$ cat src/rtl/wb_pulpino_ctrl_pkg.sv
// Shared definitions for the pulpino control block: register offsets, CTRL bit
// positions, reset-sequencer state encoding and a byte-lane write helper.
package wb_pulpino_ctrl_pkg;

  // Register offsets within the 256-byte window
  localparam logic [7:0] CTRL_OFF    = 8'h00;
  localparam logic [7:0] STATUS_OFF  = 8'h04;
  localparam logic [7:0] GPIO_OFF    = 8'h08;
  localparam logic [7:0] EDGE_OFF    = 8'h0C;
  localparam logic [7:0] IRQ_EN_OFF  = 8'h10;
  localparam logic [7:0] RST_LEN_OFF = 8'h14;

  // CTRL bit positions
  localparam int unsigned CTRL_RST_REQ  = 0;
  localparam int unsigned CTRL_FETCH_EN = 1;
  localparam int unsigned CTRL_CLK_SEL  = 2;
  localparam int unsigned CTRL_TESTMODE = 3;

  // Settle time between core reset release and fetch permission
  localparam int unsigned HOLD_CYCLES = 4;

  typedef enum logic [1:0] {
    StAssert = 2'd0,
    StHold   = 2'd1,
    StIdle   = 2'd2
  } rst_state_e;

  // Merge write data into an old value under Wishbone byte enables
  function automatic logic [31:0] apply_sel(input logic [31:0] old_val,
                                            input logic [31:0] wdata,
                                            input logic [3:0]  sel);
    logic [31:0] res;
    res = old_val;
    for (int b = 0; b < 4; b++) begin
      if (sel[b]) res[8*b +: 8] = wdata[8*b +: 8];
    end
    return res;
  endfunction

endpackage

$ cat src/rtl/wb_pulpino_ctrl_rst_seq.sv
// Core reset sequencer: holds the core in reset for a programmable number of
// cycles, then waits a fixed settle time before reporting idle.
// Ports: clk_i, rst_i (sync, active high), start_i (restart pulse),
//        len_i (assert length, sampled with start_i), core_rst_n_o, busy_o.
module wb_pulpino_ctrl_rst_seq
  import wb_pulpino_ctrl_pkg::*;
#(
  parameter logic [15:0] RstLenDefault = 16'd64
) (
  input  logic        clk_i,
  input  logic        rst_i,
  input  logic        start_i,
  input  logic [15:0] len_i,
  output logic        core_rst_n_o,
  output logic        busy_o
);

  rst_state_e  state_q, state_d;
  logic [15:0] count_q, count_d;
  logic        core_rst_n_q, core_rst_n_d;

  always_comb begin
    state_d = state_q;
    count_d = count_q;
    if (start_i) begin
      state_d = StAssert;
      count_d = len_i;
    end else begin
      case (state_q)
        // Length N keeps reset low for N cycles; a length of 0 still gives one
        StAssert: begin
          if (count_q <= 16'd1) begin
            state_d = StHold;
            count_d = 16'(HOLD_CYCLES - 1);
          end else begin
            count_d = count_q - 16'd1;
          end
        end
        StHold: begin
          if (count_q == 16'd0) state_d = StIdle;
          else                  count_d = count_q - 16'd1;
        end
        StIdle:  state_d = StIdle;
        default: state_d = StIdle;
      endcase
    end
    core_rst_n_d = (state_d != StAssert);
  end

  always_ff @(posedge clk_i) begin
    if (rst_i) begin
      state_q      <= StAssert;
      count_q      <= RstLenDefault;
      core_rst_n_q <= 1'b0;
    end else begin
      state_q      <= state_d;
      count_q      <= count_d;
      core_rst_n_q <= core_rst_n_d;
    end
  end

  assign core_rst_n_o = core_rst_n_q;
  assign busy_o       = (state_q != StIdle);

endmodule

$ cat src/rtl/wb_pulpino_ctrl.sv
// Wishbone classic slave controlling pulpino_top from the management SoC:
// core reset stretching, boot straps, synchronised GPIO with sticky
// rising-edge flags and a maskable interrupt.
// Ports: wb_clk_i/wb_rst_i (sync, active high); wbs_* Wishbone slave;
//        gpio_i (async core GPIO); core_rst_n_o, fetch_enable_o, clk_sel_o,
//        testmode_o straps to the core; user_irq_o to the management core.
module wb_pulpino_ctrl
  import wb_pulpino_ctrl_pkg::*;
#(
  parameter logic [31:0] BASE_ADDR       = 32'h3000_0000,
  parameter logic [15:0] RST_LEN_DEFAULT = 16'd64,
  parameter int unsigned SYNC_STAGES     = 2
) (
  input  logic        wb_clk_i,
  input  logic        wb_rst_i,
  input  logic        wbs_cyc_i,
  input  logic        wbs_stb_i,
  input  logic        wbs_we_i,
  input  logic [3:0]  wbs_sel_i,
  input  logic [31:0] wbs_adr_i,
  input  logic [31:0] wbs_dat_i,
  output logic        wbs_ack_o,
  output logic [31:0] wbs_dat_o,
  input  logic [31:0] gpio_i,
  output logic        core_rst_n_o,
  output logic        fetch_enable_o,
  output logic        clk_sel_o,
  output logic        testmode_o,
  output logic        user_irq_o
);

  logic        ack_q, ack_d;
  logic [31:0] dat_q, dat_d;
  logic        fetch_en_q, fetch_en_d;
  logic        clk_sel_q, clk_sel_d;
  logic        testmode_q, testmode_d;
  logic [31:0] edge_q, edge_d;
  logic [31:0] irq_en_q, irq_en_d;
  logic [15:0] rst_len_q, rst_len_d;
  logic        fetch_enable_q, fetch_enable_d;
  logic        user_irq_q, user_irq_d;
  logic [SYNC_STAGES-1:0][31:0] sync_q, sync_d;
  logic [31:0] gpio_d_q;

  logic        hit, wr, rst_start, rst_busy;
  logic [31:0] gpio_s, rise, edge_clr, rdata;

  // ack_q in the hit term makes held strobes alternate ack 1,0,1,...
  assign hit = wbs_cyc_i & wbs_stb_i & (wbs_adr_i[31:8] == BASE_ADDR[31:8]) & ~ack_q;
  assign wr  = hit & wbs_we_i;

  assign gpio_s = sync_q[SYNC_STAGES-1];
  assign rise   = gpio_s & ~gpio_d_q;
  assign sync_d = {sync_q[SYNC_STAGES-2:0], gpio_i};

  assign rst_start = wr & (wbs_adr_i[7:0] == CTRL_OFF) & wbs_sel_i[0] & wbs_dat_i[CTRL_RST_REQ];

  always_comb begin
    fetch_en_d = fetch_en_q;
    clk_sel_d  = clk_sel_q;
    testmode_d = testmode_q;
    irq_en_d   = irq_en_q;
    rst_len_d  = rst_len_q;
    edge_clr   = '0;
    if (wr) begin
      case (wbs_adr_i[7:0])
        CTRL_OFF: begin
          if (wbs_sel_i[0]) begin
            fetch_en_d = wbs_dat_i[CTRL_FETCH_EN];
            clk_sel_d  = wbs_dat_i[CTRL_CLK_SEL];
            testmode_d = wbs_dat_i[CTRL_TESTMODE];
          end
        end
        EDGE_OFF:   edge_clr = wbs_dat_i & apply_sel(32'h0, 32'hFFFF_FFFF, wbs_sel_i);
        IRQ_EN_OFF: irq_en_d = apply_sel(irq_en_q, wbs_dat_i, wbs_sel_i);
        RST_LEN_OFF: begin
          if (wbs_sel_i[0]) rst_len_d[7:0]  = wbs_dat_i[7:0];
          if (wbs_sel_i[1]) rst_len_d[15:8] = wbs_dat_i[15:8];
        end
        default: ;
      endcase
    end
    // A rise in the same cycle as its W1C clear keeps the flag set
    edge_d         = (edge_q & ~edge_clr) | rise;
    user_irq_d     = |(edge_q & irq_en_q);
    fetch_enable_d = fetch_en_q & ~rst_busy;
  end

  always_comb begin
    rdata = '0;
    case (wbs_adr_i[7:0])
      CTRL_OFF: begin
        rdata[CTRL_FETCH_EN] = fetch_en_q;
        rdata[CTRL_CLK_SEL]  = clk_sel_q;
        rdata[CTRL_TESTMODE] = testmode_q;
      end
      STATUS_OFF:  rdata = {29'b0, user_irq_q, fetch_enable_q, rst_busy};
      GPIO_OFF:    rdata = gpio_s;
      EDGE_OFF:    rdata = edge_q;
      IRQ_EN_OFF:  rdata = irq_en_q;
      RST_LEN_OFF: rdata = {16'b0, rst_len_q};
      default:     rdata = '0;
    endcase
    ack_d = hit;
    dat_d = (hit & ~wbs_we_i) ? rdata : '0;
  end

  always_ff @(posedge wb_clk_i) begin
    if (wb_rst_i) begin
      ack_q          <= 1'b0;
      dat_q          <= '0;
      fetch_en_q     <= 1'b0;
      clk_sel_q      <= 1'b0;
      testmode_q     <= 1'b0;
      edge_q         <= '0;
      irq_en_q       <= '0;
      rst_len_q      <= RST_LEN_DEFAULT;
      fetch_enable_q <= 1'b0;
      user_irq_q     <= 1'b0;
      sync_q         <= '0;
      gpio_d_q       <= '0;
    end else begin
      ack_q          <= ack_d;
      dat_q          <= dat_d;
      fetch_en_q     <= fetch_en_d;
      clk_sel_q      <= clk_sel_d;
      testmode_q     <= testmode_d;
      edge_q         <= edge_d;
      irq_en_q       <= irq_en_d;
      rst_len_q      <= rst_len_d;
      fetch_enable_q <= fetch_enable_d;
      user_irq_q     <= user_irq_d;
      sync_q         <= sync_d;
      gpio_d_q       <= gpio_s;
    end
  end

  // Same-cycle RST_LEN write is honoured by feeding the next-state length
  wb_pulpino_ctrl_rst_seq #(
    .RstLenDefault(RST_LEN_DEFAULT)
  ) u_rst_seq (
    .clk_i       (wb_clk_i),
    .rst_i       (wb_rst_i),
    .start_i     (rst_start),
    .len_i       (rst_len_d),
    .core_rst_n_o(core_rst_n_o),
    .busy_o      (rst_busy)
  );

  assign wbs_ack_o      = ack_q;
  assign wbs_dat_o      = dat_q;
  assign fetch_enable_o = fetch_enable_q;
  assign clk_sel_o      = clk_sel_q;
  assign testmode_o     = testmode_q;
  assign user_irq_o     = user_irq_q;

endmodule

$ cat config.mk
export PLATFORM = sky130hd
export DESIGN_NAME = wb_pulpino_ctrl
export DESIGN_NICKNAME = d
export VERILOG_FILES = /design/src/rtl/wb_pulpino_ctrl_pkg.sv /design/src/rtl/wb_pulpino_ctrl_rst_seq.sv /design/src/rtl/wb_pulpino_ctrl.sv
export SDC_FILE = /design/constraint.sdc
export NUM_CORES = 1
export LEC_CHECK = 0
export CORE_MARGIN = 10
export CORE_UTILIZATION = 57
export CTS_CLUSTER_DIAMETER = 60
export DETAILED_ROUTE_END_ITERATION = 10
export GPL_TIMING_DRIVEN = 1
export PLACE_DENSITY = 0.84
export SLEW_MARGIN = 20
export SYNTH_ARGS = -nofsm -noshare
export SYNTH_HDL_FRONTEND = slang
export SYNTH_SLANG_ARGS = --single-unit
export TNS_END_PERCENT = 10
$ cat constraint.sdc
create_clock -name wb_clk_i -period 4.7 [get_ports wb_clk_i]
set_input_delay 0.705 -clock wb_clk_i [delete_from_list [all_inputs] [get_ports wb_clk_i]]
set_output_delay 0.705 -clock wb_clk_i [all_outputs]
set_load 0.05 [all_outputs]
---- Word-level counts from Yosys, hierarchy flattened ----
Cells that the tools add are included.
storage, ports and cells
  bits in registers ....................... 233
  input port bits ......................... 105
  output and inout port bits .............. 38
  logic and storage cells ................. 92
cells by class
  $add $sub $neg .......................... 1
  order comparisons ....................... 1
  eq/ne operators ......................... 9
  multiplexer cells ....................... 29
  bitwise gates (word level) .............. 20
  reduce and logical (&&, ||, !) cells .... 13
operators with widths
  cell                                                                               number
  32-bit AND                                                                         4
  8-bit 2-to-1 mux                                                                   14
  28-bit one-hot mux with 4 select lines                                             1
  16-bit 2-to-1 mux                                                                  5
  32-bit 2-to-1 mux                                                                  2
  32-bit inverter                                                                    2
  32-bit bitwise OR                                                                  1
  16-bit one-hot mux with 2 select lines                                             1
  32-bit OR reduction                                                                1
  24-bit by 22-bit equality test with 1-bit output, second input constant            1
  3-bit one-hot mux with 6 select lines                                              1
  8-bit by 4-bit equality test with 1-bit output, second input constant              2
  8-bit by 5-bit equality test with 1-bit output, second input constant              2
  16-bit by 1-bit less-or-equal comparator with 1-bit output, second input constant  1
  16-bit zero test                                                                   1
  16-bit by 1-bit subtractor with 16-bit output, second input constant               1
  3-bit AND reduction                                                                5
  1-bit AND                                                                          9
  8-bit by 3-bit equality test with 1-bit output, second input constant              1
  8-bit zero test                                                                    1
  2-bit 2-to-1 mux                                                                   3
  1-bit one-hot mux with 5 select lines                                              1
  1-bit inverter                                                                     4
  2-bit one-hot mux with 2 select lines                                              1
  8 further kinds                                                                    8

---- Logic depth before layout (Yosys ltp) ----
  word-level depth ........................ 11
  mapped depth ............................ 8
  gate-level depth less buffers ........... 7

---- Cells and area by module ----
Synthesis repeated with hierarchy kept, for this count alone.
unflattened totals
  cells, all modules ...................... 983
  area, all modules ....................... 9380.2 um^2
by module, submodules not included
  module                   instances  cells an instance  area each (um^2)  seq. area each (um^2)
  wb_pulpino_ctrl          1          821                8070.2            4284.1
  wb_pulpino_ctrl_rst_seq  1          162                1310.0            380.4

---- Worst setup path before layout ----
OpenSTA, ideal clock, no wires.
  path type ............................... input to register
  start ................................... in wbs_adr_i[5]
  end ..................................... reg irq_en_q[0]
  library setup time ...................... 0.128 ns
  arrival ................................. 2.720 ns
  required time ........................... 4.572 ns
  slack ................................... 1.852 ns
  stages on the path ...................... 6
  cells stage by stage .................... or4_1 > or4b_1 > buf_2 > nor4_4 > mux2i_1 > nor2_1
on the way
  longest elaborated chain between the ends .. 2
ends and longest elaborated chain
  element                                         line                    text
  start, declared                                 wb_pulpino_ctrl.sv:20   input logic [31:0] wbs_adr_i,
  8-bit by 5-bit equality test with 1-bit output  wb_pulpino_ctrl.sv:66   case (wbs_adr_i[7:0])
  3-bit AND reduction (no line)                   --
  end signal, assigned                            wb_pulpino_ctrl.sv:129  irq_en_q <= irq_en_d;
  end, declared                                   wb_pulpino_ctrl.sv:38   logic [31:0] irq_en_q, irq_en_d;
Every way passes these cells.
A chain may end at the register's enable or synchronous reset.

---- Worst setup path in the final report ----
  start ................................... in wbs_adr_i[5]
  end ..................................... reg irq_en_q[2]
Same word-level chain as after synthesis.

==> results.yml <==
clocking:
  htreeDepth: 1
  cts_tree: "yes"
  worstSkewPairLatency_ns: 0.50
  cts-root-buf: "clkbuf_16"
  cts.sinks: 233
  clk_pin_slew_worst_paths_ns: 0.06
  postCtsResizedCells: 0
  cts_buffer_depth: 3
  cts_made_buffers: 23
  cts_setup_buffers: 0
  ctsHoldBuffers: 0
routing:
  firstDrtPassIters: 8
  via_count: 7128
  drt_wl_total_um: 23300
  drt_iter0_drc: 852
  ant_nets: 0
  routed_via_density: 5.80
  drc: 0
  wl_per_cell_um: 19.0
synth:
  ys_types: 51
  syn_nets: 1005
  synth_cells: 897
  syn_area_um2: 8730
  synth_seq_area_share_pct: 53.4
  syn_area_per_cell_um2: 9.73
  synthFlopType: "dfxtp_1"
  synth_edf_count: 0
  yosys_register_bits: 233
  yosysWarnings: 0
  synthArstFlopShare_pct: 0
hold_path:
  holdPathStages: 1
  hold_start: "sync_d[47]"
  hold_path_class: "reg -> reg"
  hold_end: "gpio_s[15]"
die:
  row_count: 45
  start_util_pct: 57.9
  fp.dieH_um: 144
  die_area_um2: 20700
  die_width_um: 144
  io_pins: 143
  fp.coreArea_um2: 15100
layout:
  area_growth_pct: 26.8
  nNetsFinal: 1134
  antennaDiodeCount: 0
  utilization_pct: 73.4
  final_cell_mix: "dfxtp_1 (233), clkdlybuf4s50_1 (141), nor2b_1 (100)"
  layout-drive-gt1-share_pct: 5.96
  final_common_cell: "dfxtp_1"
power_and_ir_drop:
  leakagePower_uw: 0.00404
  vdd_ir_drop_max_mv: 0.298
  power_density_nw_per_um2: 395
sta:
  setup_viol: 0
  setup_tns_ns: 0
  fin_crit_ns: 3.20
  rsz0062_at_grt: "false"
  finalHoldViolations: 0
  fin_crit_sh_pct: 68.1
  clock.fmax_mhz: 312
  slew_viol_final: 0
  skew_ns: 0.00993
  slew_headroom_pct: 37.7
  max_slew.worst_pin.slew_ns: 0.925
worst_setup_path:
  critPathArrivalTime_ns: 3.56
  worstPathMaxFanout: 8
  path_class: "in -> reg"
  r2r-start: "u_rst_seq.count_q[7]"
  cp-end-kind: "flip-flop"
  max_stage_delay_ns: 0.78
  crit_slowest_cell: "nor4_4"
  required_ns: 5.06
  cp_cell_sequence: "clkdlybuf4s50_1 > or4_1 > or4b_1 > nor4_4 > mux2i_1 > nor2_1"
  critPathLaunchType: "primary input"
  timing.rr.end: "u_rst_seq.count_q[1]"
  r2r_slack_ns: 1.92
  r2r_cells: 5
grt:
  grtUsageTotal_pct: 21.7
  grt_pass1_vias: 6865
  grt_overflow: 0
  grt_max_degree: 97
  grt_first_pass_wirelength_um: 36100
  antenna_found_initial: 0
place:
  place.detailed.hpwl_um: 15900
  gp_congestion: 0.909
  port_buffers: 142
job:
  drv_cap: 0
run_status:
  run_status: "finished, final reports clean"
## worst max-delay path: cells and delay by family
family,cells,cell delay [ns]
mux,1,0.33
buf+inv,1,0.41
simple gates,4,2.11
## state kept, by name, indices dropped and copies added (netlist names), 2 cells and up
signal             count
rst_len_q             16
u_rst_seq.state_q      2
wbs_dat_o             32
sync_d                32
gpio_d_q              32
gpio_s                32
u_rst_seq.count_q     16
irq_en_q              32
edge_q                32
## power breakdown
part	leakage [uW]	internal, uW	switching [uW]
combinational	0.00176	184	195
sequential	0.00190	2050	57.3
clock	0.000382	1130	751
total	0.00404	3370	1000
## metal layers
metal	part of all wire [%]	global-route usage, %	up-vias
li1	-	-	3414
met1	41	28.2	3289
met2	48	35.8	378
met3	9.2	4.13	47
met4	2.2	6.13	0
met5	0	0	-
## cell usage after synthesis (11+ instances only)
cell / n / area [um2]
nor2_1: 78 / 293
o21ai_0: 38 / 190
nand2_1: 26 / 97.6
a21oi_1: 72 / 360
a22oi_1: 11 / 82.6
nor4_1: 13 / 81.3
inv_1: 40 / 150
dfxtp_1: 233 / 4660
nor2b_1: 100 / 626
mux2i_1: 59 / 591
clkbuf_1: 48 / 180
nand2b_1: 34 / 213
a222oi_1: 28 / 280
## metrics by stage
step / power (uW) / instance area (um2) / hold WS [ns] / worst slack (ns) / instances
after floorplan: 2350 / 8730 / 0.414 / 1.85 / 897
after global placement: 2510 / 10300 / 0.417 / 1.11 / 1189
after detailed placement: 2520 / 10300 / 0.421 / 1.02 / 1189
after CTS: 4370 / 11100 / 0.435 / 1.50 / 1228
after global routing: 4510 / 11100 / 0.446 / 1.40 / 1228
final: 4370 / 11100 / 0.432 / 1.50 / 1228
## logic make-up (layout without fill, tap and decap cells)
logic type | after synthesis | count (layout) | share of synthesized area [%]
AO/OA/AOI/OAI | 197 | 197 | 14.5
adder cells (fa/ha/maj) | 3 | 3 | 0.430
buffers and inverters | 90 | 233 | 3.90
flip-flops | 233 | 233 | 53.4
multiplexers | 62 | 62 | 7.15
AND/OR/NAND/NOR | 312 | 312 | 20.6
## layout make-up
class / count / area [um2]
well taps: 188 / 235
clock buffers: 26 / 597
clock inverters: 13 / 175
inverters: 40 / 150
flip-flops and latches: 233 / 4660
fillers: 1034 / 4010
multi-input cells: 574 / 3740
repair buffers: 154 / 1510
## worst max-delay path by stage
stage | startpoint | end | cells past startpoint
global route | wbs_adr_i[5] | irq_en_q[12] | 7
global placement | wbs_adr_i[5] | irq_en_q[8] | 7
floorplan | wbs_adr_i[5] | irq_en_q[0] | 6
finish | wbs_adr_i[5] | irq_en_q[2] | 6
detailed placement | wbs_adr_i[5] | irq_en_q[12] | 7
CTS | wbs_adr_i[5] | irq_en_q[29] | 6
Note: power is estimated with default switching activity, not from simulation.
